--- src/rtl/spi_cmd_rx.sv ---
// SPI mode-0 slave that deframes MCU command packets (opcode, payload, XOR checksum)
// into the real-time command fields, the wcm write strobe and the time-init request.
module spi_cmd_rx #(
    parameter int WR_LEN      = 5,
    parameter int SYNC_STAGES = 2
) (
    input  logic        CLK,
    input  logic        rst_n,
    input  logic        SCK,
    input  logic        CS_n,
    input  logic        MOSI,
    output logic        MISO,
    input  logic        SYS_TIME_UPDATE_OK,
    output logic [47:0] FREQ,
    output logic [47:0] FREQ_STEP,
    output logic [31:0] FREQ_RATE,
    output logic [63:0] TIME_START,
    output logic [15:0] N_impulse,
    output logic [1:0]  TYPE_impulse,
    output logic [31:0] Interval_Ti,
    output logic [31:0] Interval_Tp,
    output logic [31:0] Tblank1,
    output logic [31:0] Tblank2,
    output logic        SPI_WR,
    output logic [63:0] TIME_INIT,
    output logic        SYS_TIME_UPDATE,
    output logic [7:0]  ERR_CNT
);
    localparam int WCW = $clog2(WR_LEN + 1);

    typedef enum logic [2:0] {IDLE, OPCODE, PAYLOAD, CHECK, COMMIT, DISCARD} state_t;
    state_t state, nxt;

    logic [SYNC_STAGES-1:0] sck_sr, cs_sr, mosi_sr;
    logic sck_d, cs_d, armed;
    logic [2:0]   bit_cnt;
    logic [7:0]   sh, op, xacc, miso_sh;
    logic [5:0]   byte_cnt;
    logic [343:0] shadow;
    logic         csum_ok;
    logic [WCW-1:0] wr_cnt;

    logic sck_s, cs_s, mosi_s, sck_rise, sck_fall, cs_rise, cs_fall, byte_done;
    logic err_hit, commit_go;
    logic [7:0] new_byte;
    logic [5:0] exp_len;

    assign sck_s     = sck_sr[SYNC_STAGES-1];
    assign cs_s      = cs_sr[SYNC_STAGES-1];
    assign mosi_s    = mosi_sr[SYNC_STAGES-1];
    assign sck_rise  = sck_s & ~sck_d;
    assign sck_fall  = ~sck_s & sck_d;
    assign cs_rise   = cs_s & ~cs_d;
    assign cs_fall   = ~cs_s & cs_d;
    assign byte_done = sck_rise && (bit_cnt == 3'd7);
    assign new_byte  = {sh[6:0], mosi_s};
    assign exp_len   = (op == 8'h01) ? 6'd43 : 6'd8;
    assign SPI_WR    = (wr_cnt != '0);
    assign MISO      = (state == OPCODE) & miso_sh[7];

    always_ff @(posedge CLK or negedge rst_n) begin
        if (!rst_n) state <= IDLE;
        else        state <= nxt;
    end

    // Any error exit from a live frame counts exactly once, on the way into DISCARD.
    always_comb begin
        nxt       = state;
        err_hit   = 1'b0;
        commit_go = 1'b0;
        case (state)
            IDLE:    if (armed && cs_fall) nxt = OPCODE;
            OPCODE:  if (cs_rise) begin
                         nxt = DISCARD; err_hit = 1'b1;
                     end else if (byte_done) begin
                         if (new_byte == 8'h01 || new_byte == 8'h02) nxt = PAYLOAD;
                         else begin nxt = DISCARD; err_hit = 1'b1; end
                     end
            PAYLOAD: if (cs_rise) begin
                         nxt = DISCARD; err_hit = 1'b1;
                     end else if (byte_done && byte_cnt == exp_len) nxt = CHECK;
            CHECK:   if (sck_rise) begin
                         nxt = DISCARD; err_hit = 1'b1;
                     end else if (cs_rise) begin
                         if (csum_ok) begin nxt = COMMIT; commit_go = 1'b1; end
                         else begin nxt = DISCARD; err_hit = 1'b1; end
                     end
            COMMIT:  nxt = IDLE;
            DISCARD: if (cs_s) nxt = IDLE;
            default: nxt = IDLE;
        endcase
    end

    always_ff @(posedge CLK or negedge rst_n) begin
        if (!rst_n) begin
            sck_sr <= '0; cs_sr <= '0; mosi_sr <= '0;
            sck_d <= 1'b0; cs_d <= 1'b0; armed <= 1'b0;
            bit_cnt <= '0; sh <= '0; op <= '0; xacc <= '0; miso_sh <= '0;
            byte_cnt <= '0; shadow <= '0; csum_ok <= 1'b0; wr_cnt <= '0;
            FREQ <= '0; FREQ_STEP <= '0; FREQ_RATE <= '0; TIME_START <= '0;
            N_impulse <= '0; TYPE_impulse <= '0; Interval_Ti <= '0; Interval_Tp <= '0;
            Tblank1 <= '0; Tblank2 <= '0; TIME_INIT <= '0;
            SYS_TIME_UPDATE <= 1'b0; ERR_CNT <= '0;
        end else begin
            sck_sr  <= {sck_sr[SYNC_STAGES-2:0], SCK};
            cs_sr   <= {cs_sr[SYNC_STAGES-2:0], CS_n};
            mosi_sr <= {mosi_sr[SYNC_STAGES-2:0], MOSI};
            sck_d   <= sck_s;
            cs_d    <= cs_s;
            // Reset-released with CS_n still low stays deaf until the bus goes idle.
            armed   <= armed | cs_s;

            if (state == IDLE) begin
                bit_cnt  <= '0;
                byte_cnt <= '0;
                xacc     <= '0;
            end else if (sck_rise) begin
                bit_cnt <= bit_cnt + 3'd1;
                sh      <= new_byte;
            end

            if (state == OPCODE && byte_done) op <= new_byte;

            if (state == PAYLOAD && byte_done) begin
                if (byte_cnt == exp_len) csum_ok <= (xacc == new_byte);
                else begin
                    shadow   <= {shadow[335:0], new_byte};
                    xacc     <= xacc ^ new_byte;
                    byte_cnt <= byte_cnt + 6'd1;
                end
            end

            if (state == IDLE && armed && cs_fall)
                miso_sh <= {SYS_TIME_UPDATE, SPI_WR, 2'b00, ERR_CNT[3:0]};
            else if (state == OPCODE && sck_fall)
                miso_sh <= {miso_sh[6:0], 1'b0};

            if (err_hit && ERR_CNT != 8'hFF) ERR_CNT <= ERR_CNT + 8'd1;

            // Fields land as the FSM enters COMMIT, so they are visible during cycle C.
            if (commit_go && op == 8'h01) begin
                FREQ         <= shadow[343:296];
                FREQ_STEP    <= shadow[295:248];
                FREQ_RATE    <= shadow[247:216];
                TIME_START   <= shadow[215:152];
                N_impulse    <= shadow[151:136];
                TYPE_impulse <= shadow[129:128];
                Interval_Ti  <= shadow[127:96];
                Interval_Tp  <= shadow[95:64];
                Tblank1      <= shadow[63:32];
                Tblank2      <= shadow[31:0];
            end
            if (commit_go && op == 8'h02) TIME_INIT <= shadow[63:0];

            if (state == COMMIT && op == 8'h01) wr_cnt <= WCW'(WR_LEN);
            else if (wr_cnt != '0)              wr_cnt <= wr_cnt - 1'b1;

            if (state == COMMIT && op == 8'h02) SYS_TIME_UPDATE <= 1'b1;
            else if (SYS_TIME_UPDATE_OK)        SYS_TIME_UPDATE <= 1'b0;
        end
    end
endmodule

--- config.mk ---
export PLATFORM = sky130hd
export DESIGN_NAME = spi_cmd_rx
export DESIGN_NICKNAME = d
export VERILOG_FILES = /design/src/rtl/spi_cmd_rx.sv
export SDC_FILE = /design/constraint.sdc
export NUM_CORES = 1
export LEC_CHECK = 0
export BUFFER_PORTS_ARGS = -buffer_cell sky130_fd_sc_hd__buf_2
export CELL_PAD_IN_SITES_DETAIL_PLACEMENT = 0
export CELL_PAD_IN_SITES_GLOBAL_PLACEMENT = 2
export CORE_MARGIN = 1.5
export CORE_UTILIZATION = 42
export DETAILED_ROUTE_END_ITERATION = 10
export PLACE_DENSITY_LB_ADDON = 0.2
export SLEW_MARGIN = 0
export SYNTH_ARGS = -nofsm -noshare
export SYNTH_HDL_FRONTEND = slang
export SYNTH_SLANG_ARGS = --single-unit
export TNS_END_PERCENT = 1
--- constraint.sdc ---
create_clock -name CLK -period 2.9 [get_ports CLK]
set_input_delay 0.29 -clock CLK [delete_from_list [all_inputs] [get_ports CLK]]
set_output_delay 0.29 -clock CLK [all_outputs]
set_load 0.01 [all_outputs]
Word-level counts from Yosys, hierarchy flattened:

Index checks and enable logic that the tools add are counted.

* register bits after elaboration: 811
* output and inout port bits: 413
* word-level logic and storage cells: 126

* add/subtract/negate cells: 4
* eq/ne operators: 18
* muxes and demuxes: 38
* bitwise logic cells: 13
* reductions and logical operators: 24

Operators by type and width (count)
* $mux 8: 5
* $mux 3: 13
* $mux 6: 4
* $eq 8x1->1 const B: 2
* $eq 8x2->1 const B: 2
* $pmux 3 s5: 1
* $mux 1: 14
* $logic_and 1x1->1: 13
* $eq 3x3->1 const B: 3
* $ne 3x3->1 const B: 3
* $add 8x1->8 const B: 1
* $eq 8x8->1: 1
* $ne 8x8->1 const B: 1
* $reduce_bool 2->1: 4
* $xor 8x8->8: 1
* $add 6x1->6 const B: 1
* $eq 3x2->1 const B: 2
* $eq 6x6->1: 1
* $not 1->1: 6
* $reduce_and 2->1: 3
* $and 1x1->1: 5
* $reduce_and 5->1: 1
* $ne 2x2->1 const B: 2
* $add 3x1->3 const B: 1
* 7 further kinds: 7

Logic depth before layout (Yosys ltp):

* word-level depth: 7
* gate-level depth with buffers: 10
* gate-level depth less buffers: 7

Worst setup path after synthesis:

OpenSTA, ideal clock, no wires.

* path kind: flip-flop to flip-flop
* start point: register op[3]
* end point: register FREQ[0]
* library setup time: 127 ps
* data arrival time: 1963 ps
* required time: 2773 ps
* path slack: 810 ps
* cell stages (with the launch flop): 8
* path buffers: 2
* clock period less this slack: 2090 ps
* cell sequence: dfrtp_1 nor4_2 nor3b_1 nand3b_1 nor2_8 buf_6 buf_6 mux2_1

* cells in the longest elaborated chain, start to end: 2

Ends and longest elaborated chain
* start: declaration: RTL line 37 `logic [7:0] sh, op, xacc, miso_sh;`
* start signal: assignment: RTL line 122 `if (state == OPCODE && byte_done) op <= new_byte;`
* $eq 8x1->1: RTL line 141 `if (commit_go && op == 8'h01) begin`
* $logic_and 1x1->1: RTL line 141
* end signal: assignment: RTL line 142 `FREQ <= shadow[343:296];`
* end: declaration: RTL line 14 `output logic [47:0] FREQ,`

No other way between the ends.
A chain may end at the register's enable or synchronous reset.

Final worst setup path:

* start point: register cs_d
* end point: register TIME_INIT[5]

* cells in the longest elaborated chain, start to end: 6

Ends and longest elaborated chain
* start: declaration: RTL line 35 `logic sck_d, cs_d, armed;`
* start signal: assignment: RTL line 109 `cs_d <= cs_s;`
* $not 1->1: RTL line 53 `assign cs_rise = cs_s & ~cs_d;`
* $and 1x1->1: RTL line 53
* $mux 1: RTL line 84 `end else if (cs_rise) begin`
* $mux 1: RTL line 82 `CHECK: if (sck_rise) begin`
* $mux 1: RTL line 71 `case (state)`
* $logic_and 1x1->1: RTL line 153 `if (commit_go && op == 8'h02) TIME_INIT <= shadow[63:0];`
* end signal: assignment: RTL line 153
* end: declaration: RTL line 25 `output logic [63:0] TIME_INIT,`

No other way between the ends.

==> impl_metrics.tcl <==
set metrics [dict create \
    finClkSkew_ps 22.3 \
    yosys.area.top_type "dfrtp_1" \
    clock-sinks 811 \
    postCtsSetupBuffers 0 \
    yosysTopAreaCellShare_pct 65.2 \
    fin_tns_setup_ps 0 \
    setup_viol 0 \
    power_density_nw_per_um2 644 \
    hold_buffers 5 \
    gr-total-overflow 0 \
    diodes 0 \
    hold_class "in2async" \
    ys_seq_area_share_pct 65.2 \
    die_x_um 275 \
    drv_cap 0 \
    cts_tree "built" \
    synth_seq_cells 811 \
    gr-usage-all-layers_pct 18.4 \
    post-route-period-util_pct 87.2 \
    vdd_drop_max_mv 0.379 \
    synth_nets 1893 \
    drt-initial-drc-count 742 \
    initial_core_util_pct 42.5 \
    yosys-top-cells-area "dfrtp_1 (65%), mux2_2 (15%), mux2_1 (12%)" \
    coreArea_um2 73200 \
    synth_most_common_cell "dfrtp_1" \
    switching_share_pct 22.2 \
    h-tree-depth 3 \
    yosysWarnings 0 \
    wl_per_cell_um 20.4 \
    dp_hpwl_mm 48.3 \
    grt_max_degree 92 \
    path_clk_slew_ps 60 \
    fmax_mhz 396 \
    synthFlopType "dfrtp_1" \
    drt_pass1_iterations 9 \
    root_buffer "clkbuf_16" \
    finalWeightedCongestion 0.784 \
    finalNonFillerCells 3392 \
    rsz0062_at_grt "false" \
    cp-start-kind "flip-flop" \
    wl_mm 69.2 \
    violations "DRC" \
    postRouteAntennaNets 0 \
    nFillCells 6166 \
    grt_pass1_vias 17900 \
    avgViaCountPerCell 5.01 \
    final-hold-violation-count 0 \
    tightest_slew_ps 746 \
    seq_power_share_pct 48.7 \
    port_buffers 418 \
    finalCriticalPeriod_ps 2530 \
    syn_avg_cell_area_um2 16.5 \
    p_int_mw 18.8 \
    antenna_found_initial 0 \
    p_leak_nw 20.7 \
    critPathRequiredTime_ps 3400 \
    synth_edf_count 0 \
    via_count 17000 \
    synth_area_um2 31100 \
    worstPathMaxFanout 9 \
    cts_resized 0 \
    die_h_um 275 \
    power_switching_mw 5.35 \
    synth_cell_types 59 \
    status "finished, violations left" \
    rows 99 \
    io_pins 419 \
    ys_top_cells_by_count "dfrtp_1 (811), mux2_2 (414), mux2_1 (342), buf_6 (64), nand2_1 (32)" \
    combinationalPowerShare_pct 4.7 \
    nNetsFinal 2379 \
    grt_pass1_wl_mm 108 \
    dp_cells 3232 \
    arrival_ps 3020 \
    clk_latency_ps 620 \
    final_layout_size_suffix_gt1_share_pct 42.9 \
    synthCells 1881 \
    maxSlewHeadroom_pct 50.1 \
    dieArea_um2 75700 \
    async_flop_share_pct 100 \
    area_delta_synth_final_pct 20.3 \
    numCtsBuffers 87 \
    drv_slew 0 \
    clock_power_share_pct 46.6 \
    drc 24 \
    clk_path_buf_depth 3 \
    critPathKind "reg2reg" \
    critPathCaptureType "flip-flop" \
]
[area by class of cell]
type                            instances  area (um2)  area share [%]
Sequential cell                       811       20300            54.2
Inverter                               15        56.3           0.150
Timing Repair Buffer                  489        3060            8.17
Multi-Input combinational cell        963        9900            26.5
Tap cell                              959        1200            3.21
Clock buffer                          127        2520            6.73
Clock inverter                         28         402            1.07
[power by group through the flow]
stage                     Combinational (mW)  Sequential (mW)  Clock (mW)
final                                   1.14             11.7        11.2
after global placement                  1.14             11.9           0
after floorplan                        0.697             11.8           0
after global routing                    1.30             11.8        12.0
after CTS                               1.18             11.7        11.6
after detailed placement                1.17             11.9           0
[layer usage]
layer | track usage, % | wire, um | vias to the layer above
met5 | 0 | 0 | -
met4 | 6.33 | 1970 | 0
met3 | 4.51 | 3980 | 117
met2 | 28.9 | 32900 | 339
met1 | 24.8 | 30300 | 8853
li1 | - | - | 7688
[state kept, by name, indices dropped and copies added, names as in the netlist, 16 cells and up]
register / cells
FREQ: 48
FREQ_RATE: 32
FREQ_STEP: 48
Interval_Ti: 32
Interval_Tp: 32
N_impulse: 16
TIME_INIT: 64
TIME_START: 64
Tblank1: 32
Tblank2: 32
shadow: 344
[placed cells by master, fill, tap and decap left out, types with 12 or more instances in the layout]
cell type and n:
and3_1 14, buf_12 33, buf_2 417, buf_4 33
clkbuf_1 23, clkbuf_16 89, clkbuf_8 15, clkinv_2 12
dfrtp_1 811, inv_1 15, mux2_1 342, mux2_2 414
nand2_1 32, nor2_1 15, o21ai_0 17
[worst paths after layout]
kind	from	end	slack, ps	cells after the start
max in group asynchronous	rst_n	shadow[151]$_DFFE_PN0P_	1640	3
min reg2reg	mosi_sr[0]$_DFF_PN0_	mosi_sr[1]$_DFF_PN0_	350	0
min	rst_n	shadow[242]$_DFFE_PN0P_	260	2
max	cs_d$_DFF_PN0_	TIME_INIT[5]$_DFFE_PN0P_	370	6
min in group CLK	CS_n	cs_sr[0]$_DFF_PN0_	320	2
max reg2reg	cs_d$_DFF_PN0_	TIME_INIT[5]$_DFFE_PN0P_	370	6
[cells by family after synthesis]
family	count (synthesis)	share of synthesized area (%)
AO/OA/AOI/OAI	59	1.29
XOR/XNOR	14	0.394
adder cells (fa/ha/maj)	6	0.241
buffers and inverters	107	3.00
flip-flops	811	65.2
multiplexers	765	27.6
AND/OR/NAND/NOR	119	2.22
[critical path, cell delays in order (launching register included)]
cell     delay (ps)
dfrtp_1         410
and2b_1         350
nand2_1          80
or4_4           500
nor2_4          460
buf_4           270
mux2_2          340
[per-stage QoR]
step	hold slack [ps]	power [mW]	instance area [um2]	worst slack, ps	util (%)
2_1_floorplan	-5.59	12.5	31100	810	-
3_3_place_gp	334	13.1	34500	397	47.1
3_5_place_dp	339	13.1	34500	349	47.1
4_1_cts	262	24.5	37400	342	51.1
5_1_grt	277	25.1	37400	219	51.1
6_report	258	24.1	37400	372	51.1
No activity file was read; power rests on OpenSTA's default activity.
